`src/rtl/btn_pkg.sv`:
```
// Shared defaults and counter-width helper for the multi-channel button debouncer.
package btn_pkg;

  localparam int unsigned DEBOUNCE_DEFAULT = 65536;
  localparam int unsigned SYNC_DEFAULT     = 2;

  // Width needed to hold values 0..v-1, never less than one bit.
  function automatic int unsigned clog2_min1(input int unsigned v);
    return (v <= 2) ? 1 : $clog2(v);
  endfunction

endpackage

```
`src/rtl/button_debouncer_multi_channel.sv`:
```
// One debounced button: input synchroniser, symmetric debounce counter,
// registered press/release pulses and an optional long-press detector.
module debounce_channel
  import btn_pkg::*;
#(
  parameter int unsigned DEBOUNCE_CLK_CNT   = DEBOUNCE_DEFAULT,
  parameter int unsigned SYNC_STAGES        = SYNC_DEFAULT,
  parameter bit          ACTIVE_LOW         = 1'b0,
  parameter int unsigned LONG_PRESS_CLK_CNT = 0
) (
  input  logic clk,
  input  logic reset,
  input  logic btn,
  output logic state,
  output logic press_pulse,
  output logic release_pulse,
  output logic long_pulse
);

  if (DEBOUNCE_CLK_CNT < 2 || SYNC_STAGES < 2) begin : g_param_err
    $error("debounce_channel: DEBOUNCE_CLK_CNT and SYNC_STAGES must be >= 2");
  end

  localparam int unsigned CW = clog2_min1(DEBOUNCE_CLK_CNT);
  localparam logic [CW-1:0] CNT_MAX = CW'(DEBOUNCE_CLK_CNT - 1);

  logic                   lvl;
  logic [SYNC_STAGES-1:0] sync;
  logic                   s;
  logic [CW-1:0]          cnt;

  assign lvl = btn ^ ACTIVE_LOW;
  assign s   = sync[SYNC_STAGES-1];

  always_ff @(posedge clk) begin
    if (reset) begin
      sync          <= '0;
      cnt           <= '0;
      state         <= 1'b0;
      press_pulse   <= 1'b0;
      release_pulse <= 1'b0;
    end else begin
      sync          <= {sync[SYNC_STAGES-2:0], lvl};
      press_pulse   <= 1'b0;
      release_pulse <= 1'b0;
      if (s == state) begin
        cnt <= '0;
      end else if (cnt < CNT_MAX) begin
        cnt <= cnt + CW'(1);
      end else begin
        // Pulses are registered alongside the level so they coincide with it.
        state         <= s;
        cnt           <= '0;
        press_pulse   <= s;
        release_pulse <= ~s;
      end
    end
  end

  if (LONG_PRESS_CLK_CNT > 0) begin : g_long
    localparam int unsigned   LW       = clog2_min1(LONG_PRESS_CLK_CNT + 1);
    localparam logic [LW-1:0] LMAX     = LW'(LONG_PRESS_CLK_CNT);
    localparam logic [LW-1:0] LMAX_M1  = LW'(LONG_PRESS_CLK_CNT - 1);

    logic [LW-1:0] lcnt;
    logic          lp;

    // Saturation at LMAX is what keeps btn_long from repeating while held.
    always_ff @(posedge clk) begin
      if (reset) begin
        lcnt <= '0;
        lp   <= 1'b0;
      end else begin
        lp <= 1'b0;
        if (!state) begin
          lcnt <= '0;
        end else if (lcnt < LMAX) begin
          lcnt <= lcnt + LW'(1);
          lp   <= (lcnt == LMAX_M1);
        end
      end
    end

    assign long_pulse = lp;
  end else begin : g_no_long
    assign long_pulse = 1'b0;
  end

endmodule

```
`src/rtl/button_debouncer_multi.sv`:
```
// NUM_BTNS independent debounced buttons with press/release/long-press pulses.
module button_debouncer_multi
  import btn_pkg::*;
#(
  parameter int unsigned NUM_BTNS           = 4,
  parameter int unsigned DEBOUNCE_CLK_CNT   = DEBOUNCE_DEFAULT,
  parameter int unsigned SYNC_STAGES        = SYNC_DEFAULT,
  parameter bit          ACTIVE_LOW         = 1'b0,
  parameter int unsigned LONG_PRESS_CLK_CNT = 0
) (
  input  logic                clk,
  input  logic                reset,
  input  logic [NUM_BTNS-1:0] btn_in,
  output logic [NUM_BTNS-1:0] btn_state,
  output logic [NUM_BTNS-1:0] btn_press,
  output logic [NUM_BTNS-1:0] btn_release,
  output logic [NUM_BTNS-1:0] btn_long
);

  if (NUM_BTNS < 1) begin : g_param_err
    $error("button_debouncer_multi: NUM_BTNS must be >= 1");
  end

  for (genvar i = 0; i < NUM_BTNS; i++) begin : g_ch
    debounce_channel #(
      .DEBOUNCE_CLK_CNT  (DEBOUNCE_CLK_CNT),
      .SYNC_STAGES       (SYNC_STAGES),
      .ACTIVE_LOW        (ACTIVE_LOW),
      .LONG_PRESS_CLK_CNT(LONG_PRESS_CLK_CNT)
    ) u_ch (
      .clk          (clk),
      .reset        (reset),
      .btn          (btn_in[i]),
      .state        (btn_state[i]),
      .press_pulse  (btn_press[i]),
      .release_pulse(btn_release[i]),
      .long_pulse   (btn_long[i])
    );
  end

endmodule

```
`config.mk`:
```
export PLATFORM = sky130hd
export DESIGN_NAME = button_debouncer_multi
export DESIGN_NICKNAME = d
export VERILOG_FILES = /design/src/rtl/btn_pkg.sv /design/src/rtl/button_debouncer_multi_channel.sv /design/src/rtl/button_debouncer_multi.sv
export SDC_FILE = /design/constraint.sdc
export NUM_CORES = 1
export LEC_CHECK = 0
export ABC_CLOCK_PERIOD_IN_PS = 2000
export CAP_MARGIN = 20
export CORE_ASPECT_RATIO = 1.4
export CORE_UTILIZATION = 61
export CTS_BUF_LIST = sky130_fd_sc_hd__clkbuf_8
export DETAILED_ROUTE_END_ITERATION = 10
export HOLD_SLACK_MARGIN = 0.06
export PLACE_DENSITY = 0.88
export SKIP_CTS_REPAIR_TIMING = 1
export SLEW_MARGIN = 20
export SYNTH_ARGS = -nofsm -noshare
export SYNTH_HDL_FRONTEND = slang
export SYNTH_HIERARCHICAL = 1
export SYNTH_SLANG_ARGS = --single-unit
export TNS_END_PERCENT = 100
```
`constraint.sdc`:
```
create_clock -name clk -period 2 [get_ports clk]
set_clock_uncertainty 0.05 [all_clocks]
set_input_delay 0.3 -clock clk [delete_from_list [all_inputs] [get_ports clk]]
set_output_delay 0.3 -clock clk [all_outputs]
set_load 0.01 [all_outputs]
```
==> out/results.ini, run 1 <==
[outcome]
outcome = finished clean

[logic_synthesis]
syn_area_per_cell_um2 = 8.998
syn_area_um2 = 3383
synth.distinct_cells = 25
synth-main-ff-cell = dfxtp_1
ys_async_sr_fraction_pct = 0
yosysWarningCount = 6
ys_ff_latch = 84
syn-num-nets = 386
synth_edf_count = 0
synthCells = 376
ys_seq_area_share_pct = 49.70

[floorplanning]
fp.dieW_um = 64.94
start_util_pct = 64.14
std_cell_rows = 31
die_h_um = 90.12
ios = 22
core_area_um2 = 5275
dieArea_um2 = 5852

[global_route]
grt_pass1_vias = 2433
grt_use_total_pct = 22.09
grt_first_pass_wirelength_um = 10120
grt_max_degree = 21
antenna_found_initial = 0
overflow = 0

[worst_setup_path]
r2r-end = g_ch[1].u_ch/cnt[14]
crit_path_end_kind = flip-flop
arrival_ns = 2.09
critPathLaunchType = flip-flop
timing.rr.start = g_ch[1].u_ch/cnt[0]
cp-startpoint = g_ch[1].u_ch/cnt[0]
path_class = reg -> reg
reg2regPathDepth = 5
crit_required_ns = 2.24
reg2reg_slack_ns = 0.15
cp_max_fo = 5
critPathCapture = g_ch[1].u_ch/cnt[14]

[sta]
hold_viol_final = 0
finalSetupViolCount = 0
fmax_ghz = 0.5397
tns_ns = 0
min_period_ns = 1.853
final_max_slew_viol_count = 0
rsz0062_at_grt = false
finalCritPeriodShare_pct = 92.65

[power_and_ir_drop]
seq_power_share_pct = 56.9
irDropWorstVdd_v = 0.0004814
pwr-share-comb_pct = 1.6
power_leakage_nw = 1.175
swShare_pct = 19.78
p_int_mw = 2.376
p_per_area_nw_per_um2 = 765.6
switching_power_mw = 0.5858
clock_power_share_pct = 41.5
power_mw = 2.962

[layout]
nets = 414
diodes = 0
drive_gt1_share_pct = 7.598
area_growth_pct = 14.35

[route]
wl_um = 5675
avgViaCountPerCell = 5.278
wl_per_cell_um = 11.97
initialDrtViolationCount = 102
postRouteAntennaNets = 0
vias = 2502
drcViolationCount = 0
drt_first_pass_iters = 4

[place]
hpwl_um = 3886
io_buffers = 17
gp_congestion = 0.8166

[run]
drv_cap = 0

[clocking]
clk_latency_ns = 0.35
clockRootBuffer = clkbuf_8
cts_max_level = 3
clk_pin_slew_worst_paths_ns = 0.08
clock-sinks = 84
ctsLongestPathBuffers = 2
numCtsBuffers = 9
cts_tree = yes

[min_path]
hold_path.class = reg -> reg

[per-stage QoR]
step,std cells,area (um2),hold WS [ns],setup slack [ns],util (%)
after global placement,456,3636,0.3669,0.2007,68.93
after detailed placement,456,3636,0.3839,0.1390,68.93
final,474,3869,0.3939,0.1470,73.34
after floorplan,376,3383,0.3216,0.2771,-
after global routing,474,3869,0.4156,0.04306,73.34
after CTS,471,3846,0.3993,0.1086,72.91
[power groups by stage]
stage | combinational (mW) | clock [mW] | sequential (mW)
after floorplan | 0.0319 | 0 | 1.72
after global placement | 0.0467 | 0 | 1.72
after detailed placement | 0.0478 | 0 | 1.73
final | 0.0475 | 1.23 | 1.69
after global routing | 0.0526 | 1.33 | 1.69
after CTS | 0.0479 | 1.26 | 1.69
[cell usage after synthesis, types with 8 or more instances]
| library cell | count | area (um2) |
|---|---|---|
| dfxtp_1 | 84 | 1682 |
| nor2_1 | 80 | 300.3 |
| xnor2_1 | 44 | 385.4 |
| inv_1 | 16 | 60.06 |
| nand3_1 | 16 | 80.08 |
| nor3_1 | 16 | 80.08 |
| nor4_1 | 16 | 100.1 |
| nand2_1 | 12 | 45.04 |
| nand2b_1 | 12 | 75.07 |
| nand4_1 | 12 | 75.07 |
| nor2b_1 | 8 | 50.05 |
| xor2_1 | 8 | 70.07 |
[placed cells by master (no fill, tap or decap), types with 7 or more instances in the layout]
master	instances
clkdlybuf4s50_1	17
nand2_1	12
xnor2_1	44
nand2b_1	12
dfxtp_1	84
nor2_1	80
nand4_1	12
nand3_1	16
inv_1	16
nor3_1	16
xor2_1	8
nor4_1	16
clkbuf_8	12
nor2b_1	8
buf_4	7
[critical path, cell delays in order, from the launching register on]
cell and delay (ns):
dfxtp_1 0.36, ha_1 0.21, nand4_1 0.19, or4_1 0.52, or3_1 0.32, a21oi_1 0.14
[worst min-delay path by stage]
stage                         start                   end  slack [ns]  cells after the start
6_report        g_ch[0].u_ch/cnt[0]   g_ch[0].u_ch/cnt[0]        0.39                      1
5_1_grt        g_ch[0].u_ch/sync[0]  g_ch[0].u_ch/sync[1]        0.42                      1
4_1_cts         g_ch[0].u_ch/cnt[0]   g_ch[0].u_ch/cnt[0]        0.40                      1
3_5_place_dp   g_ch[0].u_ch/sync[0]  g_ch[0].u_ch/sync[1]        0.38                      1
3_3_place_gp   g_ch[3].u_ch/sync[0]  g_ch[3].u_ch/sync[1]        0.37                      1
2_1_floorplan                 reset  g_ch[0].u_ch/sync[0]        0.32                      1
[registers in the layout, summed over array words and instances (netlist names)]
| signal | count |
|---|---|
| g_ch.u_ch/cnt | 64 |
| g_ch.u_ch/sync | 8 |
| g_ch.u_ch/press_pulse | 4 |
| g_ch.u_ch/release_pulse | 4 |
| g_ch.u_ch/state | 4 |
[metal layers]
metal	vias to the layer above	part of all wire (%)	global-route usage, %
met5	-	0	0
met4	0	2.4	13.15
met3	17	3.4	4.315
met2	56	48	35.50
met1	1130	46	26.72
li1	1299	-	-
[area by class of cell]
cell class,count,area (um2)
inverters,16,60.06
clock inverters,3,45.04
flip-flops and latches,84,1682
fillers,390,1406
multi-input cells,268,1592
repair buffers,25,242.7
well taps,66,82.58
clock buffers,12,165.2
[cells by family after synthesis]
| group | share of synthesized area, % |
|---|---|
| other | 0.4437 |
| AO/OA/AOI/OAI | 2.071 |
| AND/OR/NAND/NOR | 28.40 |
| buffers and inverters | 3.255 |
| adder cells (fa/ha/maj) | 1.479 |
| multiplexers | 1.183 |
| XOR/XNOR | 13.46 |
| flip-flops | 49.70 |
Power figures use the tool's default switching activity.
==> inputs of run 2 (changes only) <==
- SKIP_LAST_GASP: not set -> 1
==> results of run 2 <==
The final DEF is identical to that of run 1; final timing and power are the same.
